**src/rtl/flash_ctrl_fsm.sv**
```systemverilog
// rtl/flash_ctrl_fsm.sv - single-word read/program sequencer for a 16-bit NOR-style flash
module flash_ctrl_fsm #(
  parameter int ADDR_W     = 22,
  parameter int RD_WAIT    = 4,
  parameter int WR_TIMEOUT = 1000
) (
  input  logic              clk,
  input  logic              rst_n,
  input  logic              rd_req,
  input  logic              wr_req,
  input  logic              clear,
  input  logic [ADDR_W-1:0] addr,
  input  logic [15:0]       wr_data,
  output logic              busy,
  output logic              done,
  output logic              wr_err,
  output logic [15:0]       rd_data,
  output logic [11:0]       state,
  output logic [ADDR_W-1:0] mem_addr,
  output logic [15:0]       mem_dq_out,
  output logic              mem_dq_oe,
  input  logic [15:0]       mem_dq_in,
  output logic              mem_ce_n,
  output logic              mem_oe_n,
  output logic              mem_we_n,
  input  logic              mem_ry_by
);

  localparam int CNT_MAX = (RD_WAIT > WR_TIMEOUT) ? RD_WAIT : WR_TIMEOUT;
  localparam int CNT_W   = $clog2(CNT_MAX + 1);
  localparam logic [CNT_W-1:0] RD_LOAD = CNT_W'(RD_WAIT - 1);
  localparam logic [CNT_W-1:0] WR_LOAD = CNT_W'(WR_TIMEOUT - 1);

  typedef enum logic [11:0] {
    S_IDLE       = 12'h001,
    S_READ_ST0   = 12'h002,
    S_READ_ST1   = 12'h004,
    S_READ_ST2   = 12'h008,
    S_READ_WAIT  = 12'h010,
    S_READ_DONE  = 12'h020,
    S_WRITE_ST0  = 12'h040,
    S_WRITE_ST1  = 12'h080,
    S_WRITE_ST2  = 12'h100,
    S_WRITE_ST3  = 12'h200,
    S_WRITE_ST4  = 12'h400,
    S_WRITE_WAIT = 12'h800
  } state_t;

  state_t            state_q, state_d;
  logic              phase_q, phase_d;
  logic [CNT_W-1:0]  cnt_q, cnt_d;
  logic [ADDR_W-1:0] addr_q;
  logic [15:0]       data_q;
  logic              accept, rd_capture, done_d, err_set;
  logic              ce_n_d, oe_n_d, we_n_d, dq_oe_d;
  logic [ADDR_W-1:0] mem_addr_d;
  logic [15:0]       mem_dq_d;

  assign state = state_q;
  assign busy  = !(state_q == S_IDLE || state_q == S_READ_DONE);

  // Next-state, counter and phase logic; the wait counter only decrements when nonzero.
  always_comb begin
    state_d    = state_q;
    phase_d    = phase_q;
    cnt_d      = cnt_q;
    accept     = 1'b0;
    rd_capture = 1'b0;
    done_d     = 1'b0;
    err_set    = 1'b0;
    case (state_q)
      S_IDLE, S_READ_DONE: begin
        if (rd_req) begin
          state_d = S_READ_ST0;
          accept  = 1'b1;
        end else if (wr_req) begin
          state_d = S_WRITE_ST0;
          phase_d = 1'b0;
          accept  = 1'b1;
        end else if (state_q == S_READ_DONE && clear) begin
          state_d = S_IDLE;
        end
      end
      S_READ_ST0: state_d = S_READ_ST1;
      S_READ_ST1: state_d = S_READ_ST2;
      S_READ_ST2: begin
        cnt_d   = RD_LOAD;
        state_d = S_READ_WAIT;
      end
      S_READ_WAIT: begin
        if (cnt_q == '0) begin
          state_d    = S_READ_DONE;
          rd_capture = 1'b1;
          done_d     = 1'b1;
        end else begin
          cnt_d = cnt_q - 1'b1;
        end
      end
      S_WRITE_ST0, S_WRITE_ST1, S_WRITE_ST2, S_WRITE_ST3: begin
        if (!phase_q) begin
          phase_d = 1'b1;
        end else begin
          phase_d = 1'b0;
          case (state_q)
            S_WRITE_ST0: state_d = S_WRITE_ST1;
            S_WRITE_ST1: state_d = S_WRITE_ST2;
            S_WRITE_ST2: state_d = S_WRITE_ST3;
            default:     state_d = S_WRITE_ST4;
          endcase
        end
      end
      S_WRITE_ST4: begin
        cnt_d   = WR_LOAD;
        state_d = S_WRITE_WAIT;
      end
      S_WRITE_WAIT: begin
        // The counter still holding its load value marks the first cycle, where ry_by is ignored.
        if (cnt_q != WR_LOAD && mem_ry_by) begin
          state_d = S_IDLE;
          done_d  = 1'b1;
        end else if (cnt_q == '0) begin
          state_d = S_IDLE;
          done_d  = 1'b1;
          err_set = 1'b1;
        end else begin
          cnt_d = cnt_q - 1'b1;
        end
      end
      default: state_d = S_IDLE;
    endcase
  end

  // Memory pin values set up by the current state; they are registered so strobes never glitch.
  always_comb begin
    ce_n_d     = 1'b1;
    oe_n_d     = 1'b1;
    we_n_d     = 1'b1;
    dq_oe_d    = 1'b0;
    mem_addr_d = mem_addr;
    mem_dq_d   = mem_dq_out;
    case (state_q)
      S_READ_ST0: begin
        ce_n_d     = 1'b0;
        mem_addr_d = addr_q;
      end
      S_READ_ST1, S_READ_ST2: begin
        ce_n_d = 1'b0;
        oe_n_d = 1'b0;
      end
      S_READ_WAIT: begin
        ce_n_d = (cnt_q == '0);
        oe_n_d = (cnt_q == '0);
      end
      S_WRITE_ST0, S_WRITE_ST1, S_WRITE_ST2, S_WRITE_ST3: begin
        ce_n_d  = 1'b0;
        we_n_d  = phase_q;
        dq_oe_d = 1'b1;
        if (!phase_q) begin
          case (state_q)
            S_WRITE_ST0: begin mem_addr_d = ADDR_W'(12'h555); mem_dq_d = 16'h00AA; end
            S_WRITE_ST1: begin mem_addr_d = ADDR_W'(12'h2AA); mem_dq_d = 16'h0055; end
            S_WRITE_ST2: begin mem_addr_d = ADDR_W'(12'h555); mem_dq_d = 16'h00A0; end
            default:     begin mem_addr_d = addr_q;           mem_dq_d = data_q;    end
          endcase
        end
      end
      default: ;
    endcase
  end

  // Control state, latched request, status flags and registered memory pins.
  always_ff @(posedge clk or negedge rst_n) begin
    if (!rst_n) begin
      state_q    <= S_IDLE;
      phase_q    <= 1'b0;
      cnt_q      <= '0;
      addr_q     <= '0;
      data_q     <= '0;
      rd_data    <= '0;
      done       <= 1'b0;
      wr_err     <= 1'b0;
      mem_addr   <= '0;
      mem_dq_out <= '0;
      mem_dq_oe  <= 1'b0;
      mem_ce_n   <= 1'b1;
      mem_oe_n   <= 1'b1;
      mem_we_n   <= 1'b1;
    end else begin
      state_q    <= state_d;
      phase_q    <= phase_d;
      cnt_q      <= cnt_d;
      done       <= done_d;
      if (accept) begin
        addr_q <= addr;
        data_q <= wr_data;
        wr_err <= 1'b0;
      end else if (err_set) begin
        wr_err <= 1'b1;
      end
      if (rd_capture) rd_data <= mem_dq_in;
      mem_addr   <= mem_addr_d;
      mem_dq_out <= mem_dq_d;
      mem_dq_oe  <= dq_oe_d;
      mem_ce_n   <= ce_n_d;
      mem_oe_n   <= oe_n_d;
      mem_we_n   <= we_n_d;
    end
  end

endmodule

```
**config.mk**
```make
export PLATFORM = sky130hd
export DESIGN_NAME = flash_ctrl_fsm
export DESIGN_NICKNAME = d
export VERILOG_FILES = /design/src/rtl/flash_ctrl_fsm.sv
export SDC_FILE = /design/constraint.sdc
export NUM_CORES = 1
export LEC_CHECK = 0
export CELL_PAD_IN_SITES_DETAIL_PLACEMENT = 1
export CELL_PAD_IN_SITES_GLOBAL_PLACEMENT = 1
export CORE_ASPECT_RATIO = 1.25
export CORE_MARGIN = 5
export CORE_UTILIZATION = 36
export CTS_BUF_LIST = sky130_fd_sc_hd__clkbuf_4 sky130_fd_sc_hd__clkbuf_8
export DETAILED_ROUTE_END_ITERATION = 6
export HOLD_SLACK_MARGIN = 0.15
export PLACE_DENSITY_LB_ADDON = 0.1
export RECOVER_POWER = 50
export SKIP_CTS_REPAIR_TIMING = 1
export SYNTH_ARGS = -nofsm -noshare
export SYNTH_HDL_FRONTEND = slang
export SYNTH_SLANG_ARGS = --single-unit
export TNS_END_PERCENT = 20
```
**constraint.sdc**
```tcl
create_clock -name clk -period 2.4 [get_ports clk]
set_input_delay 0.24 -clock clk [delete_from_list [all_inputs] [get_ports clk]]
set_output_delay 0.24 -clock clk [all_outputs]
set_load 0.03 [all_outputs]
```
* Word-level counts from Yosys, hierarchy flattened
Cells that the tools add are included.
** Word-level totals
- Register bits after elaboration :: 121
- Bits in latches :: 0
- RAM bits :: 0
- Bits in read-only memories :: 0
- Bits of input ports :: 60
- Logic and storage cells :: 91
- Memories :: 0
** Operators by class
- Add/subtract/negate cells :: 1
- Multiply operators :: 0
- Div/mod/pow operators :: 0
- $lt $le $gt $ge :: 0
- Equal/unequal tests :: 21
- Shift operators :: 0
- Multiplexer cells :: 35
- Bitwise gates (word level) :: 1
- Reductions and logical operators :: 19
** Operator list (count)
- $pmux 12 s8 :: 1
- $pmux 22 s2 :: 2
- $mux 12 :: 7
- $pmux 16 s3 :: 1
- $pmux 10 s4 :: 1
- $pmux 11 s3 :: 1
- $mux 22 :: 1
- $mux 10 :: 2
- $mux 1 :: 15
- $eq 12x1->1 const B :: 1
- $eq 12x10->1 const B :: 1
- $eq 12x11->1 const B :: 1
- $eq 12x12->1 const B :: 1
- $eq 12x2->1 const B :: 1
- $eq 12x3->1 const B :: 1
- $eq 12x4->1 const B :: 1
- $eq 12x5->1 const B :: 1
- $eq 12x6->1 const B :: 1
- $eq 12x7->1 const B :: 1
- $eq 12x8->1 const B :: 1
- $eq 12x9->1 const B :: 1
- $ne 2x2->1 const B :: 6
- $logic_not 10->1 :: 1
- $ne 10x10->1 const B :: 1
- 16 further kinds :: 26

* Longest topological paths before layout
Gate-level depths: netlist (run 1).
- Depth after elaboration :: 6
- Mapped depth :: 8
- Gate-level depth less buffers :: 6

* Least setup slack after synthesis (run 1)
OpenSTA, ideal clock, no wires.
- Path kind :: register -> register
- Start point :: register state_q[8], in the netlist state[8]
- End point :: register state_q[5], in the netlist state[5]
- Library setup time :: 125 ps
- Arrival :: 2283 ps
- Required time :: 2275 ps
- Path slack :: -8 ps
- Cell stages (with the launch flop) :: 7
- Path buffers :: 1
- Clock period less this slack :: 2408 ps
- Cells stage by stage :: dfrtp_1 > buf_2 > nor4_2 > nand4_1 > or4_1 > nand4_2 > mux2_2
** Between the ends
- Word-level cells in the longest chain between the ends :: 4
- Elaborated cells between the ends (all ways) :: 21
** Ends and longest elaborated chain
- from (decl) :: line 49 : state_t state_q, state_d;
- from (signal assigned) :: line 189 : state_q <= state_d;
- $eq 12x9->1, or another cell as far along :: line 71 : case (state_q)
- $reduce_or 4->1, or another cell as far along :: line 71
- $ne 2x2->1 (no line) / $ne 4x4->1 (equally long branches)
- $reduce_and 4->1 (no line)
Several ways; a longest one is shown, not always the timed one.
A chain may end at the register's enable or synchronous reset.

* Final worst setup path (run 1)
- Start point :: register state_q[8], in the netlist state[8]
- End point :: register state_q[6], in the netlist state[6]
Same word-level chain as after synthesis.

==> flow_summary.ini, run 1 <==
[sta]
min_period_ps = 2303
final_hold_viol_count = 0
fmax_ghz = 0.4343
rsz0062_at_grt = true
layout_setup_ws_ps = 97.44
drv_slew = 0
finalSetupViolations = 0
skew_ps = 8.670
tightest_slew_ps = 965.5
timing.slew.headroom = 0.3563
hold_ws_ps = 415.5
finalCritPeriodShare = 0.9594

[synth]
ys_types = 58
syn_inst = 448
synth_seq_cells = 121
ys_seq_area_frac = 0.5625
synth_edf_count = 0
synthesis.nets = 511
yosys_warnings = 0
yosys_most_used_dff = dfrtp_1
synth.cell_area_um2 = 5391
async_flop_share = 1.000
avgSynthCellArea_um2 = 12.03

[placed_design]
place_congestion = 0.7857
dp_slack_ps = 2.195
io_buffer_count = 132
hpwl_mm = 11.55
dpl_cell_area_um2 = 7242

[grt]
overflow = 0
antenna_found_initial = 0
grt_pass1_vias = 4806
grtUsageTotal = 0.1822
grt_pass1_wl_mm = 25.39
grt_max_degree = 44

[job]
max_cap_viol_count = 0

[route]
vias = 4256
wl_mm = 15.40
firstDrtPassIters = 4
drt_iter0_drc = 130
routed_via_density = 5.203
drc_errors = 0
postRouteAntennaNets = 0
wl_per_cell_um = 18.83

[setup_path]
crit_required_ps = 2720
crit_family = simple AND/OR/NAND/NOR gates
startpoint_type = register
worst-path-buf-inv = 1
crit_arrival_ps = 2620
r2r-end = state[6]
crit_chain = or4_4 > nor4_1 > or4_1 > nand4_2 > buf_4 > a21o_1
critPathMaxStageDelay_ps = 600
reg2reg_depth = 6
worstSetupPathType = register to register
critical_path_peak_fanout = 7
r2r_start = state[8]
critPathSlowestCell = or4_4
end_kind = register
r2r_slack_ps = 100

[die]
start_util = 0.3636
coreArea_um2 = 14830
die_h_um = 146.8
dieWidth_um = 119.5
io_pins = 133
std_cell_rows = 50
fp.dieArea_um2 = 17540

[cts]
cts.htree.levels = 4
clkLatencyLatePin_ps = 430
clockRootBuffer = clkbuf_8
clk_path_buf_depth = 2
clk_pin_slew_ps = 70
numCtsBuffers = 17
cts_tree = yes
cts_sinks = 121

[hold_path]
hold_depth = 2
hp-class = input port to register
min_from = mem_dq_in[7]
min_to = rd_data[7]

[pwr]
ir_drop_uv = 604.6
p_per_area_nw_per_um2 = 1228
p_leak_nw = 3.551

[layout]
nFillCells = 1584
final_nets = 688
final_area_um2 = 7639
syn2layout_area_growth_pct = 41.68
drive_gt1_frac = 0.2610
diodes = 0

[status]
status = finished clean
==> cells in the mapped netlist, types with 3 or more instances <==
cell      instances  share of area
o41ai_1           3         0.0049
a22o_1           12          0.019
o21ai_0          21          0.019
nand2b_1          3         0.0035
a21oi_1          16          0.015
nand2_1          45          0.031
buf_2            17          0.016
dfrtp_1         117           0.54
nand3_1           6         0.0056
mux2i_1           6          0.011
nand4_1           9          0.010
nor4_1            4         0.0046
and4_1            4         0.0065
nor4_2            5          0.012
clkbuf_1          4         0.0028
nor3_1            3         0.0028
or2_2             3         0.0035
dfstp_2           4          0.019
nor2_1           16          0.011
xor2_1            4         0.0065
o22ai_1           3         0.0035
and3_1            3         0.0035
inv_1            12         0.0084
a21o_1            5         0.0070
nor2b_1           5         0.0058
mux2_2           59           0.12
ha_1              3         0.0070
nand3b_1         13          0.018
mux2_4            4          0.011
==> power breakdown <==
group	switching (mW)	internal [mW]	leakage, nW
sequential	0.403	2.77	1.53
clock	0.790	1.05	0.203
combinational	2.28	2.09	1.82
==> how the worst max path moves through the flow <==
stage             start      endpoint  slack [ps]  cells after the start
2_1_floorplan  state[8]      state[5]          -8                      6
6_report       state[8]      state[6]         100                      6
4_1_cts        state[6]          busy        -140                      4
3_3_place_gp   state[0]  mem_addr[10]          60                      5
5_1_grt        state[8]      state[0]         -10                      6
3_5_place_dp   state[6]  mem_addr[14]           2                      6
==> area by class of cell <==
cell class | instances | area [um^2] | area share
sequential | 121 | 3033 | 0.3971
tap | 182 | 227.7 | 0.02981
clock inverter | 9 | 126.4 | 0.01654
timing repair buffer | 182 | 1709 | 0.2238
clock buffer | 21 | 264.0 | 0.03456
multi-input combinational | 291 | 2233 | 0.2924
inverter | 12 | 45.04 | 0.005897
==> through the flow <==
stage	total power, mW	cells	setup TNS, ps	utilization
6_report	9.378	818	0	0.5152
5_1_grt	9.989	818	-18.65	0.5152
4_1_cts	9.555	817	-135.7	0.5148
3_5_place_dp	7.663	787	0	0.4884
3_3_place_gp	7.512	787	0	0.4884
2_1_floorplan	5.886	448	-47.23	-
==> placed cells by master, fill, tap and decap left out, types with 5 or more instances in the layout <==
cell             Yosys  final
a22o_1              12     12
inv_1               12     12
a21o_1               5      5
nand3b_1            13     13
mux2_2              59     59
mux2i_1              6      6
dfrtp_1            117    117
dlygate4sd3_1        0     31
nand3_1              6      6
nand2_1             45     45
clkbuf_8             0     17
nor2_1              16     14
nor4_2               5      6
a21oi_1             16     16
nor2b_1              5      5
o21ai_0             21     21
nand4_1              9      9
clkdlybuf4s50_1      0    100
buf_4                0     41
==> cell families after synthesis <==
family	share of synthesized area
fa+ha+maj	0.006963
mux	0.1455
compound gates	0.09376
xor+xnor	0.009747
simple gates	0.1508
flops	0.5625
buf+inv	0.03063
==> metal layers <==
metal / wire (um) / vias up / GRT usage / share of wire
li1: - / 1977 / - / -
met1: 6287 / 2176 / 0.2106 / 0.41
met2: 8246 / 93 / 0.3264 / 0.54
met3: 725 / 10 / 0.05429 / 0.047
met4: 141 / 0 / 0.05100 / 0.0092
met5: 0 / - / 0 / 0
==> state kept, by name (all words and copies together), names as in the netlist, 10 cells and up <==
register and cells:
mem_addr 22, state 12, data_q 16, cnt_q 10
mem_dq_out 16, rd_data 16, addr_q 22
No activity file was read; power rests on OpenSTA's default activity.
==> inputs of run 2 (changes only) <==
--- a/config.mk
+++ b/config.mk
@@ -15,6 +15,7 @@
 export HOLD_SLACK_MARGIN = 0.15
 export PLACE_DENSITY_LB_ADDON = 0.1
 export RECOVER_POWER = 50
+export REMOVE_ABC_BUFFERS = 1
 export SKIP_CTS_REPAIR_TIMING = 1
 export SYNTH_ARGS = -nofsm -noshare
 export SYNTH_HDL_FRONTEND = slang
==> flow_summary.ini, run 2 (synthesis results as in run 1) <==
[route]
firstDrtPassIters = 4
drc_errors = 0
wl_mm = 15.03
postRouteAntennaNets = 0
wl_met3_um = 593
wl_met1_mm = 6.412
routed_via_density = 5.180
wl_per_cell_um = 18.33
vias = 4248
top_layer = met4
drt_iter0_drc = 140
met2WireLength_mm = 7.839

[setup_path]
startpoint_type = register
crit_arrival_ps = 2690
crit_required_ps = 2720
critical_path_peak_fanout = 8
worstSetupPathType = register to register
end_kind = register
reg2reg_depth = 7

[sta]
hold_ws_ps = 416.0
finalCritPeriodShare = 0.9858
skew_ps = 13.22
layout_setup_ws_ps = 34.02
fmax_ghz = 0.4227
tightest_slew_ps = 1198
rsz0062_at_grt = true
drv_slew = 0
min_period_ps = 2366
final_hold_viol_count = 0
finalSetupViolations = 0
timing.slew.headroom = 0.2012

[pwr]
comb_power_share = 0.478
power.switching_fraction = 0.3835
switchingPower_mw = 3.517
pwr-share-seq = 0.346
ir_drop_uv = 504.0
p_per_area_nw_per_um2 = 1200
p_int_mw = 5.654
clkPwrFrac = 0.176
p_leak_nw = 3.535

[cts]
clk_path_buf_depth = 2
cts_sinks = 121
clockRootBuffer = clkbuf_8
numCtsBuffers = 17
cts_tree = yes
cts.htree.levels = 4
clkLatencyLatePin_ps = 430
clk_pin_slew_ps = 80

[placed_design]
dp_slack_ps = -30.76
io_buffer_count = 132
place_congestion = 0.8566
hpwl_mm = 11.02

[layout]
final_common_cell = dfrtp_1
reg_top3 = addr_q: 22 flops, mem_addr: 22 flops
syn2layout_area_growth_pct = 41.75
diodes = 0
nFillCells = 1602
final_cell_mix = dfrtp_1 (117), clkdlybuf4s50_1 (103), mux2_2 (59)
final_nets = 689
fin_util = 0.5154
drive_gt1_frac = 0.2743

[die]
fp.dieArea_um2 = 17540
coreArea_um2 = 14830
start_util = 0.3636
dieWidth_um = 119.5
io_pins = 133
die_h_um = 146.8
std_cell_rows = 50

[grt]
grt_pass1_vias = 4669
grt_max_degree = 46
grtUsageTotal = 0.1734
antenna_found_initial = 0
grt_pass1_wl_mm = 24.11
overflow = 0

[status]
status = finished clean

[job]
max_cap_viol_count = 0

[hold_path]
hold_depth = 2
hp-class = input port to register
[run 2: worst max-delay path, stage by stage, from the launching register on]
cell	delay, ps
dfrtp_1	430
clkbuf_1	200
nor4_4	350
buf_4	200
and4_2	300
nor2b_4	210
clkbuf_4	220
mux2_2	340
[run 2: final timing paths]
path                       slack (ps)       endpoint          start
max                                30     rd_data[0]       state[8]
max in group asynchronous         500       state[0]          rst_n
min in group asynchronous         590       cnt_q[4]          rst_n
max reg2reg                        30     rd_data[0]       state[8]
min                               420      addr_q[9]        addr[9]
min reg2reg                       480  mem_dq_out[0]  mem_dq_out[0]
[run 2: layout make-up]
class                      instances  area [um^2]  area share
clock buffer                      20        269.0     0.03520
clock inverter                    11        73.82    0.009659
inverter                          12        45.04    0.005894
multi-input combinational        291         2277      0.2980
sequential                       121         3033      0.3969
tap                              182        227.7     0.02980
timing repair buffer             183         1717      0.2246
[run 2: metal layers]
layer | vias up | track usage
met5 | - | 0
met1 | 2162 | 0.2065
met4 | 0 | 0.04986
li1 | 1976 | -
met2 | 94 | 0.3051
met3 | 16 | 0.04890
[run 2: through the flow]
| stage | instance area [um^2] | total power [mW] | TNS, ps | instances |
|---|---|---|---|---|
| 3_3_place_gp | 7227 | 7.487 | 0 | 785 |
| 6_report | 7642 | 9.171 | 0 | 820 |
| 2_1_floorplan | 5271 | 5.813 | -54410 | 424 |
| 4_1_cts | 7570 | 9.268 | -553.1 | 816 |
| 5_1_grt | 7642 | 9.762 | -775.1 | 820 |
| 3_5_place_dp | 7227 | 7.616 | -106.1 | 785 |
[run 2: power groups by stage]
stage	clock network (mW)	logic [mW]	registers, mW
6_report	1.61	4.39	3.17
3_3_place_gp	0	4.30	3.19
3_5_place_dp	0	4.40	3.22
4_1_cts	1.67	4.41	3.19
2_1_floorplan	0	2.03	3.78
5_1_grt	1.77	4.74	3.25
